===== src/rtl/hazard_fwd_unit.sv =====
// Forwarding and hazard-control unit for the 5-stage pipeline: operand/store bypass
// selection, load-use bubble insertion, data-memory freeze and a saturating stall counter.
module hazard_fwd_unit #(
    parameter int ADDR_W     = 4,
    parameter int NUM_SRC    = 2,
    parameter int LU_BUBBLES = 1,
    parameter int CNT_W      = 16,
    parameter int ZERO_REG   = 1
) (
    input  logic                        clk,
    input  logic                        rst,
    input  logic [NUM_SRC*ADDR_W-1:0]   fd_src,
    input  logic [NUM_SRC-1:0]          fd_src_vld,
    input  logic [NUM_SRC*ADDR_W-1:0]   dx_src,
    input  logic [NUM_SRC-1:0]          dx_src_vld,
    input  logic [ADDR_W-1:0]           dx_rd,
    input  logic                        dx_regwrite,
    input  logic                        dx_memread,
    input  logic [ADDR_W-1:0]           xm_rd,
    input  logic [ADDR_W-1:0]           xm_rt,
    input  logic                        xm_regwrite,
    input  logic                        xm_memread,
    input  logic                        xm_memwrite,
    input  logic [ADDR_W-1:0]           mw_rd,
    input  logic                        mw_regwrite,
    input  logic                        dmem_busy,
    input  logic                        cnt_clr,
    output logic [NUM_SRC*2-1:0]        fwd_sel,
    output logic                        fwd_store,
    output logic                        pc_stall,
    output logic                        fd_stall,
    output logic                        dx_flush,
    output logic                        freeze,
    output logic [CNT_W-1:0]            stall_cnt,
    output logic [1:0]                  dbg_state
);

    typedef enum logic [1:0] {RUN = 2'd0, LU_STALL = 2'd1, MEM_WAIT = 2'd2} state_t;

    state_t             state_q, state_d;
    logic [1:0]         bub_q, bub_d;
    logic [CNT_W-1:0]   cnt_q, cnt_d;
    logic               lu_hit;

    function automatic logic match(input logic [ADDR_W-1:0] a, input logic [ADDR_W-1:0] b);
        return (a == b) && ((ZERO_REG == 0) || (a != '0));
    endfunction

    // X/M result beats M/W; a load in X/M has no data yet, so it never forwards.
    always_comb begin
        fwd_sel = '0;
        lu_hit  = 1'b0;
        for (int i = 0; i < NUM_SRC; i++) begin
            if (dx_src_vld[i]) begin
                if (xm_regwrite && !xm_memread && match(xm_rd, dx_src[i*ADDR_W +: ADDR_W]))
                    fwd_sel[i*2 +: 2] = 2'b10;
                else if (mw_regwrite && match(mw_rd, dx_src[i*ADDR_W +: ADDR_W]))
                    fwd_sel[i*2 +: 2] = 2'b01;
            end
            if (fd_src_vld[i] && match(dx_rd, fd_src[i*ADDR_W +: ADDR_W]))
                lu_hit = 1'b1;
        end
        lu_hit = lu_hit && dx_memread && dx_regwrite;
    end

    assign fwd_store = xm_memwrite && mw_regwrite && match(mw_rd, xm_rt);

    always_comb begin
        state_d  = state_q;
        bub_d    = bub_q;
        pc_stall = 1'b0;
        dx_flush = 1'b0;
        freeze   = 1'b0;
        unique case (state_q)
            RUN: begin
                if (dmem_busy) begin
                    pc_stall = 1'b1;
                    freeze   = 1'b1;
                    state_d  = MEM_WAIT;
                    bub_d    = 2'd0;
                end else if (lu_hit) begin
                    pc_stall = 1'b1;
                    dx_flush = 1'b1;
                    if (LU_BUBBLES > 1) begin
                        state_d = LU_STALL;
                        bub_d   = 2'(LU_BUBBLES - 1);
                    end
                end
            end
            LU_STALL: begin
                if (dmem_busy) begin
                    pc_stall = 1'b1;
                    freeze   = 1'b1;
                    state_d  = MEM_WAIT;
                end else begin
                    pc_stall = 1'b1;
                    dx_flush = 1'b1;
                    bub_d    = bub_q - 2'd1;
                    if (bub_q == 2'd1) state_d = RUN;
                end
            end
            MEM_WAIT: begin
                // The cycle dmem_busy drops is a plain transition: nothing stalled.
                if (dmem_busy) begin
                    pc_stall = 1'b1;
                    freeze   = 1'b1;
                end else begin
                    state_d = (bub_q != 2'd0) ? LU_STALL : RUN;
                end
            end
            default: begin
                state_d = RUN;
                bub_d   = 2'd0;
            end
        endcase
        if (rst) begin
            pc_stall = 1'b0;
            dx_flush = 1'b0;
            freeze   = 1'b0;
        end
    end

    assign fd_stall = pc_stall;

    always_comb begin
        cnt_d = cnt_q;
        if (cnt_clr)
            cnt_d = '0;
        else if (pc_stall && (cnt_q != '1))
            cnt_d = cnt_q + 1'b1;
    end

    always_ff @(posedge clk or posedge rst) begin
        if (rst) begin
            state_q <= RUN;
            bub_q   <= 2'd0;
            cnt_q   <= '0;
        end else begin
            state_q <= state_d;
            bub_q   <= bub_d;
            cnt_q   <= cnt_d;
        end
    end

    assign stall_cnt = cnt_q;
    assign dbg_state = state_q;

endmodule


===== config.mk =====
export PLATFORM = sky130hd
export DESIGN_NAME = hazard_fwd_unit
export DESIGN_NICKNAME = d
export VERILOG_FILES = /design/src/rtl/hazard_fwd_unit.sv
export SDC_FILE = /design/constraint.sdc
export NUM_CORES = 1
export LEC_CHECK = 0
export BUFFER_PORTS_ARGS = -buffer_cell sky130_fd_sc_hd__buf_2
export CAP_MARGIN = 20
export CORE_AREA = 5 5 65 67
export DETAILED_ROUTE_END_ITERATION = 6
export DIE_AREA = 0 0 70 72
export PLACE_DENSITY = 0.86
export REMOVE_ABC_BUFFERS = 1
export SLEW_MARGIN = 25
export SYNTH_ARGS = -nofsm -noshare
export SYNTH_HDL_FRONTEND = slang
export SYNTH_SLANG_ARGS = --single-unit
export TNS_END_PERCENT = 20

===== constraint.sdc =====
create_clock -name clk -period 2.2 [get_ports clk]
set_input_delay 0.44 -clock clk [delete_from_list [all_inputs] [get_ports clk]]
set_output_delay 0.44 -clock clk [all_outputs]
set_load 0.01 [all_outputs]

# After elaboration in Yosys (flattened, before gate mapping)

Cells that the tools add are included.

Bitwise operators: 1
Reductions and logical operators: 29
Add/subtract/negate cells: 2
Equality and inequality tests: 15
Muxes and demuxes: 30

Operator list:

| cell                    | number |
|---|---|
| $mux W16                | 2 |
| $eq A4 B4 Y1            | 7 |
| $mux W2                 | 10 |
| $logic_and A1 B1 Y1     | 19 |
| $add A16 B1 Y16 const B | 1 |
| $ne A16 B16 Y1 const B  | 1 |
| $mux W1                 | 14 |
| $pmux W2 S3             | 2 |
| $reduce_bool A4 Y1      | 3 |
| $ne A2 B2 Y1 const B    | 3 |
| $reduce_and A3 Y1       | 2 |
| $eq A2 B1 Y1 const B    | 2 |
| $reduce_bool A2 Y1      | 2 |
| $ne A3 B3 Y1 const B    | 1 |
| $pmux W1 S3             | 1 |
| $reduce_or A3 Y1        | 1 |
| $eq A2 B2 Y1 const B    | 1 |
| $logic_not A2 Y1        | 1 |
| $pmux W1 S2             | 1 |
| $sub A2 B1 Y2 const B   | 1 |
| $logic_not A1 Y1        | 1 |
| $not A1 Y1              | 1 |

Word-level logic and storage cells: 80
Register bits after elaboration: 20
Input bits: 46

# Longest topological paths before layout

Depth in word-level cells: 14
Mapped depth: 8

# Least setup slack after synthesis

OpenSTA, ideal clock, no wires.

Path type: input -> output
Start point: input dx_rd[1]
End point: output pc_stall
Required time: 1.760 ns
Cell stages on the path: 7
Path buffers: 1
Arrival time: 1.698 ns
Path slack: 0.062 ns
Path through: nor4_1 or3_4 nor4b_4 or2_2 nor2_1 nor2_1 buf_4

Longest elaborated chain between the ends: 11
Elaborated cells on any way between the ends: 15
Classes of those cells: eq/ne: 2; mux: 6; reduce/logical: 7

Ends and longest elaborated chain:

| item                                                      | line | RTL |
|---|---|---|
| start: declaration                                        | 16   | `input logic [ADDR_W-1:0] dx_rd,` |
| $eq A4 B4 Y1 / $reduce_bool A4 Y1 (equally long branches) | 46   | `return (a == b) && ((ZERO_REG == 0) \|\| (a != '0));` |
| $logic_and A1 B1 Y1                                       | 46   |  |
| $logic_and A1 B1 Y1                                       | 60   | `if (fd_src_vld[i] && match(dx_rd, fd_src[i*ADDR_W +: ADDR_W]))` |
| $mux W1                                                   | 60   |  |
| $mux W1 *                                                 | 60   |  |
| $logic_and A1 B1 Y1 * (2 in a row)                        | 63   | `lu_hit = lu_hit && dx_memread && dx_regwrite;` |
| $mux W1 *                                                 | 81   | `end else if (lu_hit) begin` |
| $mux W1 *                                                 | 76   | `if (dmem_busy) begin` |
| $pmux W1 S3 *                                             | 74   | `unique case (state_q)` |
| $mux W1 *                                                 | 116  | `if (rst) begin` |
| end: declaration                                          | 30   | `output logic pc_stall,` |

Mark *: on every way between the ends. The rest lies on a longest branch, timed or not.

# Worst setup path in the final report

Start point: register state_q[1] (netlist: dbg_state[1])
End point: output fd_stall

Longest elaborated chain between the ends: 3
Elaborated cells on any way between the ends: 5
Classes of those cells: eq/ne: 2; mux: 2; reduce/logical: 1

Ends and longest elaborated chain:

| item                                 | line | RTL |
|---|---|---|
| start: declaration                   | 40   | `state_t state_q, state_d;` |
| start signal: assignment             | 139  | `state_q <= state_d;` |
| $eq A2 B2 Y1 (tied with other cells) | 74   |  |
| $pmux W1 S3 *                        | 74   |  |
| $mux W1 *                            | 116  |  |
| end: declaration                     | 31   | `output logic fd_stall,` |

Marks and branches as above.

==> impl_results.html <==
<table>
<tr><th>Metric</th><th>Value</th></tr>
<tr><th colspan="2">Outcome</th></tr>
<tr><td>Result of the run</td><td>finished, violations left</td></tr>
<tr><td>Violated checks</td><td>negative setup slack</td></tr>
<tr><th colspan="2">Synthesis</th></tr>
<tr><td>Proportion of synthesized chip area in sequential cells</td><td>0.3303</td></tr>
<tr><td>Number of warnings issued by yosys</td><td>0</td></tr>
<tr><td>Synth top area cells</td><td>sky130_fd_sc_hd__dfrtp_1 33%, sky130_fd_sc_hd__xnor2_1 13%, sky130_fd_sc_hd__a21oi_1 5.3%, sky130_fd_sc_hd__or4_1 3.5%, sky130_fd_sc_hd__nand2_1 3.0%</td></tr>
<tr><td>Leading cell types by count after synthesis</td><td>22 x sky130_fd_sc_hd__xnor2_1, 20 x sky130_fd_sc_hd__dfrtp_1, 16 x sky130_fd_sc_hd__a21oi_1</td></tr>
<tr><td>Async SR Flop Fraction</td><td>1.000</td></tr>
<tr><td>Ys flop type</td><td>sky130_fd_sc_hd__dfrtp_1</td></tr>
<tr><td>Gate count after technology mapping</td><td>175</td></tr>
<tr><td>Average size of a mapped cell</td><td>8.658 um2</td></tr>
<tr><td>Number of library cell types mapped by synthesis</td><td>39</td></tr>
<tr><td>Cell taking the most area after synthesis</td><td>sky130_fd_sc_hd__dfrtp_1</td></tr>
<tr><td>Most repeated cell in the gate-level netlist after synthesis</td><td>sky130_fd_sc_hd__xnor2_1</td></tr>
<tr><td>Syn Std Cell Area</td><td>1515 um2</td></tr>
<tr><td>Number of register bits inferred by synthesis</td><td>20</td></tr>
<tr><td>Synth top area share</td><td>0.3303</td></tr>
<tr><td>EDFF count, synth</td><td>0</td></tr>
<tr><th colspan="2">Die</th></tr>
<tr><td>I/O pin count</td><td>73</td></tr>
<tr><td>Initial Util</td><td>0.4234</td></tr>
<tr><td>Number of placement rows</td><td>22</td></tr>
<tr><td>Overall die width</td><td>70 um</td></tr>
<tr><td>Core Footprint</td><td>around 3600 um2</td></tr>
<tr><td>Full die area</td><td>5040 um2</td></tr>
<tr><td>Height of the die</td><td>72 um</td></tr>
<tr><th colspan="2">Global routing</th></tr>
<tr><td>Number of global-route vias before repair</td><td>1594</td></tr>
<tr><td>GRT Total Usage</td><td>0.1573</td></tr>
<tr><td>Total grt overflow</td><td>0</td></tr>
<tr><td>Global-route wire length before repair</td><td>6.762 mm</td></tr>
<tr><td>Number of antenna violations at the first check in global routing</td><td>0</td></tr>
<tr><td>Maximum number of pins on one net before global-route repair</td><td>30</td></tr>
<tr><th colspan="2">Timing</th></tr>
<tr><td>Slew HR</td><td>0.6926</td></tr>
<tr><td>Setup WS post-layout</td><td>-0.02858 ns</td></tr>
<tr><td>Pins over their slew limit</td><td>0</td></tr>
<tr><td>Measured slew at the worst slew-check pin</td><td>between 0.4 and 0.5 ns</td></tr>
<tr><td>Worst-case clock skew</td><td>around 0.0018 ns</td></tr>
<tr><td>Post-layout min period</td><td>~2.2 ns</td></tr>
<tr><td>Final number of hold-violating endpoints</td><td>0</td></tr>
<tr><td>Worst-case hold slack</td><td>0.2097 ns</td></tr>
<tr><td>Setup violations, final</td><td>3</td></tr>
<tr><td>Period Utilization, post-route</td><td>1.013</td></tr>
<tr><td>Unrepaired setup endpoints after global routing</td><td>yes</td></tr>
<tr><td>Fmax</td><td>448.7 MHz</td></tr>
<tr><th colspan="2">Setup path</th></tr>
<tr><td>Critical path class</td><td>reg2out</td></tr>
<tr><td>Worst-path maximum fanout</td><td>2</td></tr>
<tr><td>Worst Path Required</td><td>between 1.5 and 2 ns</td></tr>
<tr><td>Critical path arrival</td><td>1.79 ns</td></tr>
<tr><td>Cell with the biggest individual delay on the critical path</td><td>sky130_fd_sc_hd__dfrtp_1</td></tr>
<tr><td>Element type at the critical path start</td><td>flop</td></tr>
<tr><td>Critical Path Sink Type</td><td>output port</td></tr>
<tr><td>Largest incremental delay on the critical path</td><td>0.39 ns</td></tr>
<tr><td>Crit-path cells</td><td>or3_4 -&gt; nor4b_4 -&gt; or2_4 -&gt; nor2_1 -&gt; nor2_1 -&gt; buf_2</td></tr>
<tr><td>Most frequent cell on the critical path</td><td>sky130_fd_sc_hd__nor2_1</td></tr>
<tr><th colspan="2">Finish</th></tr>
<tr><td>Total Nets Final</td><td>309</td></tr>
<tr><td>Relative area change from synthesis to final layout</td><td>36.42%</td></tr>
<tr><td>Fraction of layout instances using a drive strength above 1</td><td>0.3798</td></tr>
<tr><td>Antenna diodes</td><td>0</td></tr>
<tr><td>Number of fill cells in the layout</td><td>339</td></tr>
<tr><th colspan="2">CTS</th></tr>
<tr><td>Worst skew pair latency</td><td>0.29 ns</td></tr>
<tr><td>Quantity of hold-fixing buffers added after cts</td><td>0</td></tr>
<tr><td>Clock transition at the registers of the reported paths</td><td>around 0.11 ns</td></tr>
<tr><td>Clock tree from TritonCTS</td><td>yes</td></tr>
<tr><td>Number of H-tree branching levels</td><td>1</td></tr>
<tr><td>Cell chosen for the clock root</td><td>sky130_fd_sc_hd__clkbuf_4</td></tr>
<tr><td>Number of sinks handled by clock tree synthesis</td><td>20</td></tr>
<tr><td>Number of buffers inserted during clock tree synthesis</td><td>3</td></tr>
<tr><td>Total setup buffers inserted after CTS</td><td>0</td></tr>
<tr><td>Maximum buffer depth of the clock tree</td><td>2</td></tr>
<tr><th colspan="2">Drt</th></tr>
<tr><td>Detail Route Antenna Nets</td><td>0</td></tr>
<tr><td>Detailed-router iteration count before antenna repair</td><td>4</td></tr>
<tr><td>Routed length per instance</td><td>13.22 um</td></tr>
<tr><td>Vias after detailed routing</td><td>between 1500 and 2000</td></tr>
<tr><td>Iter 0 DRT Violations</td><td>93</td></tr>
<tr><td>Detailed-route vias per instance</td><td>5.320</td></tr>
<tr><td>DRC viols</td><td>0</td></tr>
<tr><td>Wire length reported by the detailed router</td><td>4.045 mm</td></tr>
<tr><th colspan="2">Placement</th></tr>
<tr><td>Detailed-placement wirelength estimate</td><td>3.285 mm</td></tr>
<tr><td>Number of buffers inserted by port buffering</td><td>around 70</td></tr>
<tr><td>Worst Setup Slack post-DPL</td><td>-0.1108 ns</td></tr>
<tr><td>RePlAce Congestion</td><td>between 0.7 and 0.8</td></tr>
<tr><th colspan="2">Run</th></tr>
<tr><td>Maximum Capacitance Violations</td><td>0</td></tr>
<tr><th colspan="2">Power</th></tr>
<tr><td>Leakage dissipation</td><td>about 0.00097 uW</td></tr>
<tr><td>PwrDens</td><td>383.8 nW/um2</td></tr>
<tr><td>Maximum vdd drop</td><td>around 150 uV</td></tr>
<tr><th colspan="2">Worst hold path</th></tr>
<tr><td>Class of the worst hold path</td><td>in2async</td></tr>
</table>
[worst paths after layout]
kind	startpoint	to	slack [ns]	cells after the start
max reg2reg	stall_cnt[4]	stall_cnt[8]	0.12	7
min in group clk	dmem_busy	dbg_state[0]	0.40	2
max in group asynchronous	rst	stall_cnt[4]	1.77	3
min reg2reg	bub_q[1]	bub_q[1]	0.57	2
max	dbg_state[1]	fd_stall	-0.03	6
min	rst	dbg_state[0]	0.21	3
[flip-flops by register name, summed over array words and instances (netlist names)]
name       flops
stall_cnt     16
dbg_state      2
bub_q          2
[stage by stage]
stage	total power, uW	utilization	TNS [ns]	cell area (um2)	instances
3_3_place_gp	615.4	0.5636	-0.07808	2017	303
4_1_cts	794.4	0.5766	-0.1014	2063	306
6_report	793.3	0.5776	-0.08150	2067	306
3_5_place_dp	624.7	0.5636	-0.4489	2017	303
5_1_grt	841.5	0.5776	-0.5306	2067	306
2_1_floorplan	506.9	-	-1.769	1479	169
[what timing repair did]
item / CTS / global route
setup endpoints to repair: 3 / 6
cloned: 0 / 0
pin swaps: 4 / 3
gates resized for setup: 4 / 3
[routing by layer]
metal | vias to the layer above | GRT usage | wire [um] | part of all wire
li1 | 808 | - | - | -
met1 | 778 | 0.1806 | 1665 | 0.41
met2 | 38 | 0.3075 | 2164 | 0.53
met3 | 4 | 0.01662 | 178 | 0.044
met4 | 0 | 0.04468 | 37 | 0.0091
met5 | - | 0 | 0 | 0
[cell families (layout without fill, tap and decap cells)]
logic type,after synthesis,in the layout,synth area share
xor gates and xnor gates,27,27,0.1561
DFF,20,20,0.3303
and+or+nand+nor,70,70,0.2742
buffers and inverters,14,97,0.04376
muxes,1,1,0.006606
adders and majority gates,3,3,0.02478
AOI/OAI and AO/OA,40,40,0.1643
[report_power, final]
group	leakage, uW	internal (uW)	switching, uW
registers	0.000274	377	10.9
clock network	0.0000138	63.7	109
logic	0.000684	117	116
total	0.000972	558	235
[cell usage in the layout (no fill, tap or decap), drive strengths merged, types with 4 or more instances in the layout]
| cell type | netlist | layout |
|---|---|---|
| o21ai | 8 | 8 |
| xor2 | 5 | 5 |
| nor4 | 4 | 4 |
| nand3 | 8 | 8 |
| inv | 8 | 8 |
| nand2 | 12 | 12 |
| or4 | 7 | 7 |
| xnor2 | 22 | 22 |
| or3 | 8 | 8 |
| a21oi | 16 | 16 |
| o31ai | 8 | 8 |
| buf | 5 | 86 |
| nor2 | 10 | 10 |
| dfrtp | 20 | 20 |
| and3 | 4 | 4 |
[worst max-delay path: cells and delay by family, from the launching register on]
family        cells  cell delay [ns]
buf+inv           1             0.15
flops             1             0.39
simple gates      5             0.95
[layout make-up]
| type | instances | area [um2] | share of cell area |
|---|---|---|---|
| Tap cell | 48 | 60.06 | 0.02906 |
| Inverter | 8 | 30.03 | 0.01453 |
| Multi-Input combinational cell | 141 | 974.7 | 0.4716 |
| Timing Repair Buffer | 86 | 478.0 | 0.2312 |
| Clock buffer | 3 | 22.52 | 0.01090 |
| Sequential cell | 20 | 501.7 | 0.2427 |
Note: power is estimated with default switching activity, not from simulation.
